--- src/rtl/tile_pixel_serializer.sv ---
// tile_pixel_serializer
//   Final stage of a scroll plane: takes one 8-pixel tile row per tile from the
//   GFX ROM, double-buffers it and shifts one pixel out per pixel-clock enable,
//   applying a 0..7 pixel fine horizontal scroll across the tile boundary.
//
//   Optional feature: define TILE_HFLIP_EN to honour the per-tile flip-X bit
//   (COL[1]) when FLIPX_EN is high. Without it the flip bit is not stored and
//   FLIPX_EN is ignored.
//
// Ports
//   clk_24M   system clock
//   RES       asynchronous active-high reset
//   PIX_CE    pixel-clock enable, one clk_24M cycle wide
//   HRST      line start: clears the pixel phase, suppresses the tile transfer
//   LOAD      ROM_D/COL/Z valid, captured into the staging buffer
//   ROM_D     tile row, pixel k = ROM_D[31-4k -: 4], k=0 leftmost
//   COL       tile attribute: [7:4] palette, [1] flip-X request
//   Z         fine horizontal scroll for this tile
//   FLIPX_EN  global enable for COL[1] flip (TILE_HFLIP_EN builds only)
//   BLANK     force output to zero
//   DOUT      {palette, colour index}, registered
//   TRANSP    colour index is zero or BLANK, registered

module tile_pixel_serializer #(
    parameter int PIX_W = 4,
    parameter int PAL_W = 4
) (
    input  logic                     clk_24M,
    input  logic                     RES,
    input  logic                     PIX_CE,
    input  logic                     HRST,
    input  logic                     LOAD,
    input  logic [8*PIX_W-1:0]       ROM_D,
    input  logic [7:0]               COL,
    input  logic [2:0]               Z,
    input  logic                     FLIPX_EN,
    input  logic                     BLANK,
    output logic [PAL_W+PIX_W-1:0]   DOUT,
    output logic                     TRANSP
);

    localparam int ROW_W = 8 * PIX_W;

    // Staging buffer, written by LOAD at any time.
    logic [ROW_W-1:0]       r_stage_data;
    logic [PAL_W-1:0]       r_stage_pal;
    logic [2:0]             r_stage_z;
    // Tile window: PREV is the tile being left, CUR the tile being entered.
    // Only CUR's scroll value is ever used, so PREV carries none.
    logic [ROW_W-1:0]       r_cur_data;
    logic [PAL_W-1:0]       r_cur_pal;
    logic [2:0]             r_cur_z;
    logic [ROW_W-1:0]       r_prev_data;
    logic [PAL_W-1:0]       r_prev_pal;
    logic [2:0]             r_ph;
    logic [PAL_W+PIX_W-1:0] r_dout;
    logic                   r_transp;

    logic [3:0]             w_idx;
    logic                   w_from_cur;
    logic [2:0]             w_pos;
    logic [2:0]             w_rd_pos;
    logic [ROW_W-1:0]       w_src_data;
    logic [PAL_W-1:0]       w_src_pal;
    logic [PIX_W-1:0]       w_pix;

    // Pixel k of a row sits at the top of the word for k=0 (leftmost).
    function automatic logic [PIX_W-1:0] get_pix(input logic [ROW_W-1:0] data,
                                                 input logic [2:0]       pos);
        int base;
        base = ROW_W - 1 - PIX_W * int'(pos);
        return data[base -: PIX_W];
    endfunction

    // The scrolled window spans PREV (index 0..7) and CUR (index 8..14).
    assign w_idx      = {1'b0, r_ph} + {1'b0, r_cur_z};
    assign w_from_cur = w_idx[3];
    assign w_pos      = w_idx[2:0];
    assign w_src_data = w_from_cur ? r_cur_data : r_prev_data;
    assign w_src_pal  = w_from_cur ? r_cur_pal  : r_prev_pal;

`ifdef TILE_HFLIP_EN
    logic r_stage_flip;
    logic r_cur_flip;
    logic r_prev_flip;
    logic w_src_flip;
    logic w_unused;

    assign w_src_flip = w_from_cur ? r_cur_flip : r_prev_flip;
    assign w_rd_pos   = (FLIPX_EN && w_src_flip) ? (3'd7 - w_pos) : w_pos;
    assign w_unused   = ^COL;

    always_ff @(posedge clk_24M or posedge RES) begin
        if (RES) begin
            r_stage_flip <= 1'b0;
            r_cur_flip   <= 1'b0;
            r_prev_flip  <= 1'b0;
        end else begin
            if (LOAD)
                r_stage_flip <= COL[1];
            if (PIX_CE && !HRST && r_ph == 3'd7) begin
                r_prev_flip <= r_cur_flip;
                r_cur_flip  <= r_stage_flip;
            end
        end
    end
`else
    logic w_unused;

    assign w_rd_pos = w_pos;
    assign w_unused = ^{COL, FLIPX_EN};
`endif

    assign w_pix = get_pix(w_src_data, w_rd_pos);

    // NOTE: every register here, including the tile buffers, is cleared by RES
    // so a reset mid-line yields transparent output until two tiles reload;
    // all state updates use non-blocking assignments so pre-edge values are
    // seen consistently (a transfer on the same edge as LOAD takes the old
    // STAGE contents).
    always_ff @(posedge clk_24M or posedge RES) begin
        if (RES) begin
            r_stage_data <= '0;
            r_stage_pal  <= '0;
            r_stage_z    <= '0;
            r_cur_data   <= '0;
            r_cur_pal    <= '0;
            r_cur_z      <= '0;
            r_prev_data  <= '0;
            r_prev_pal   <= '0;
            r_ph         <= '0;
            r_dout       <= '0;
            r_transp     <= 1'b1;
        end else begin
            if (LOAD) begin
                r_stage_data <= ROM_D;
                r_stage_pal  <= COL[7 -: PAL_W];
                r_stage_z    <= Z;
            end
            if (PIX_CE) begin
                r_dout   <= BLANK ? '0 : {w_src_pal, w_pix};
                r_transp <= BLANK | (w_pix == '0);
                if (!HRST) begin
                    r_ph <= r_ph + 3'd1;
                    if (r_ph == 3'd7) begin
                        r_prev_data <= r_cur_data;
                        r_prev_pal  <= r_cur_pal;
                        r_cur_data  <= r_stage_data;
                        r_cur_pal   <= r_stage_pal;
                        r_cur_z     <= r_stage_z;
                    end
                end
            end
            // Line start wins over the phase increment and blocks the transfer.
            if (HRST)
                r_ph <= 3'd0;
        end
    end

    assign DOUT   = r_dout;
    assign TRANSP = r_transp;

endmodule
--- config.mk ---
export PLATFORM = sky130hd
export DESIGN_NAME = tile_pixel_serializer
export DESIGN_NICKNAME = d
export VERILOG_FILES = /design/src/rtl/tile_pixel_serializer.sv
export SDC_FILE = /design/constraint.sdc
export NUM_CORES = 1
export LEC_CHECK = 0
export BUFFER_PORTS_ARGS = -buffer_cell sky130_fd_sc_hd__buf_2
export CORE_ASPECT_RATIO = 0.75
export CORE_MARGIN = 5
export CORE_UTILIZATION = 46
export CTS_BUF_LIST = sky130_fd_sc_hd__clkbuf_8
export DETAILED_ROUTE_END_ITERATION = 10
export GPL_ROUTABILITY_DRIVEN = 0
export PLACE_DENSITY = 0.67
export SYNTH_ARGS = -nofsm -noshare
export SYNTH_HDL_FRONTEND = slang
export SYNTH_SLANG_ARGS = --single-unit
--- constraint.sdc ---
create_clock -name clk_24M -period 3.5 [get_ports clk_24M]
set_clock_uncertainty 0.15 [all_clocks]
set_input_delay 0.35 -clock clk_24M [delete_from_list [all_inputs] [get_ports clk_24M]]
set_output_delay 0.35 -clock clk_24M [all_outputs]
set_load 0.05 [all_outputs]
==> summary.md <==
| Metric | Value |
|---|---|
| Outcome | finished, final reports clean |
| Startpoint Class | flop |
| Unrepaired setup endpoints after global routing | no |
| Mean post-synth cell area | around 13 sq um |
| Final instance area | 6830 sq um |
| Final min period | 2710 ps |
| DP Area | about 6000 sq um |
| R2r setup slk | 790 ps |
| Die height | between 100 and 150 um |
| Final Slew Violations | 0 |
| EDFF count, synth | 0 |
| CTS buffer count | 17 |
| Maximum VDD drop | 0.000262 V |
| Post-synth ARST share | 1.00 |
| Clock transition at path regs | approximately 70 ps |
| Post-CTS Setup Inserts | 0 |
| Site row count | 35 |
| DRT iter0 DRCs | 171 |
| Clk pwr share | 0.412 |
| Gr busiest metal | met2 |
| R2R Path Start | r_cur_z[2] |
| Power share of the sequential group | 0.519 |
| Worst-Skew Late Latency | 430 ps |
| Fillers | 1064 |
| Met1 usage | 0.229 |
| Post-synthesis sequential area ratio | 0.555 |
| Max-Cap Viols | 0 |
| 1st-pass router iterations | 4 |
| Bufs on Longest Clock Path | 2 |
| DIE AREA | 14700 sq um |
| Part of the power in combinational logic | 0.069 |
| Total number of vias | 3657 |
| Lkg Pwr | 3.14 nW |
| Mapped Area | between 5000 and 6000 sq um |
| Worst path cell trace | ha_1 -> a21oi_4 -> a22oi_1 -> o21ai_0 -> nand4_1 -> nor4_1 -> o22a_1 |
| DRT Wirelength | 11200 um |
| Initial antenna violation count | 0 |
| Final setup violation count | 0 |
| Share of post-route cells with drive strength above 1 | 0.387 |
| #FFs+latches synth | 126 |
| Grt total ovfl | 0 |
| Most common cell after layout, fill and taps aside | dfrtp_1 |
| R2R depth | 7 |
| CP Max Fanout | 17 |
| CTS tree | built |
| Nets | 586 |
| CTS root buffer | clkbuf_8 |
| Fin Setup TNS | 0 ps |
| Vias in the first global route | 3809 |
| # IOs | 59 |
| Wire per inst | 15.8 um |
| CP Depth | 7 |
| Ys flop type | dfrtp_1 |
| Sw Ratio | 0.231 |
| Cts hold-fix bufs | 40 |
| Post-route DRC | 0 |
| Fin. Hold Viols | 0 |
| Met3 Usage GRT | 0.0454 |
| Core area | about 12000 sq um |
| Chip Width | 138 um |
| Crit. Startpoint | r_cur_z[2] |
| Buffers on Ports | 53 |
| Met2 GRT Util | 0.243 |
| Buffers and inverters on the worst path | 0 |
| Hold Crit Class | in -> reg |
| CP max-delay cell | a21oi_4 |
| Setup crit end | TRANSP |
| Req. time, crit path | approximately 3700 ps |
| CP delay by family, top | compound AO/OA/AOI/OAI gates |
| Post-cts resize count | 0 |
| Largest net degree at the start of global routing | 65 |
| H-tree Lvls | 4 |
| Post-synth cell types | 32 |
| Antenna fix cells | 0 |
| Area growth syn-to-layout | 20.3% |
| Most frequent cells in the layout | dfrtp_1, mux2_2, buf_2, dlygate4sd3_1, nand2_1 |
| Net Switching | 0.000684 W |
| Biggest cell delay along the critical path | between 500 and 600 ps |
| Tot GR Track Use | 0.163 |
| Fmax | 369 MHz |
| Slew headroom | 0.406 |
| CP arrival | just under 3000 ps |
| Net Count, Synth | 495 |
| Hpwl dp | 7170 um |
| Post-route ant nets | 0 |
| Clk sink count | 126 |
| Synth warn | 0 |
| CP endpoint kind | flop |
| Cell Pwr Density | 433 nW/um^2 |
| Worst-Margin Slew | 892 ps |
| RR Endpoint | TRANSP |
| Mapped Cells | 439 |
| Period utilization | 0.774 |
| Via-per-instance ratio | 5.16 |
| Setup Crit Path Kind | reg -> reg |
| Wire length of the first global-routing pass | 19100 um |
| Power Internal | 0.00228 W |
| Initial Utilization | 0.467 |
==> stage by stage <==
step | utilization | worst slack [ps] | instances | power (W) | hold slack, ps
2_1_floorplan | - | 1340 | 439 | 0.00168 | 266
3_3_place_gp | 0.497 | 827 | 637 | 0.00173 | 336
3_5_place_dp | 0.497 | 809 | 637 | 0.00174 | 343
4_1_cts | 0.561 | 776 | 709 | 0.00300 | 21.3
5_1_grt | 0.561 | 485 | 709 | 0.00308 | 21.5
6_report | 0.561 | 792 | 709 | 0.00296 | 56.3
==> power groups by stage <==
stage | sequential (W) | combinational, W | clock [W]
2_1_floorplan | 0.00155 | 0.000131 | 0
3_3_place_gp | 0.00156 | 0.000167 | 0
3_5_place_dp | 0.00156 | 0.000173 | 0
4_1_cts | 0.00154 | 0.000207 | 0.00125
5_1_grt | 0.00154 | 0.000229 | 0.00131
6_report | 0.00154 | 0.000204 | 0.00122
==> layer usage <==
layer	vias up	wire length [um]
li1	1748	-
met1	1823	5570
met2	82	5030
met3	4	539
met4	0	48
met5	-	0
==> final cells by class <==
class / count / area [sq um] / share of cell area
sequential: 126 / 3150 / 0.462
clock buffer: 19 / 262 / 0.0383
clock inverter: 13 / 124 / 0.0181
timing repair buffer: 100 / 731 / 0.107
multi-input combinational: 273 / 2310 / 0.338
inverter: 12 / 48.8 / 0.00714
tap: 166 / 208 / 0.0304
==> logic make-up after synthesis <==
family / count (synthesis) / share of synthesized area
DFF: 126 / 0.555
adders and majority gates: 6 / 0.0145
muxes: 120 / 0.236
xor gates and xnor gates: 3 / 0.00462
buffers and inverters: 40 / 0.0390
AOI/OAI and AO/OA: 59 / 0.0744
and+or+nand+nor: 85 / 0.0760
==> synthesized netlist by cell type (5+ instances only) <==
cell	n	area share
inv_1	12	0.0079
buf_2	9	0.0079
o21ai_0	15	0.013
buf_6	6	0.012
clkbuf_1	8	0.0053
dfrtp_1	125	0.55
nor2_1	5	0.0033
a22oi_1	16	0.021
ha_1	5	0.011
mux2i_1	6	0.011
mux2_2	114	0.23
nand2_1	37	0.024
a221oi_1	16	0.025
nand2b_1	33	0.036
==> how the worst min path moves through the flow <==
stage	startpoint	end	slack, ps	cells past startpoint
global route	COL[7]	r_stage_pal[3]	20	2
global placement	r_prev_pal[0]	r_prev_pal[0]	340	1
CTS	COL[7]	r_stage_pal[3]	20	2
detailed placement	r_prev_pal[2]	r_prev_pal[2]	340	1
finish	COL[7]	r_stage_pal[3]	60	2
floorplan	HRST	r_ph[0]	270	1
==> worst reg2reg max path: cells and delay by family (launching register included) <==
family / cells / cell delay, ps
DFF: 1 / 410
adders and majority gates: 1 / 470
AOI/OAI and AO/OA: 4 / 1090
and+or+nand+nor: 2 / 530
==> flip-flops by register name (all words and copies together), names as in the netlist <==
register      cells
r_stage_z         3
r_stage_pal       4
r_stage_data     32
r_ph              3
r_prev_data      32
r_prev_pal        4
r_cur_data       32
TRANSP            1
r_cur_z           3
r_cur_pal         4
DOUT              8
Power figures use the tool's default switching activity.
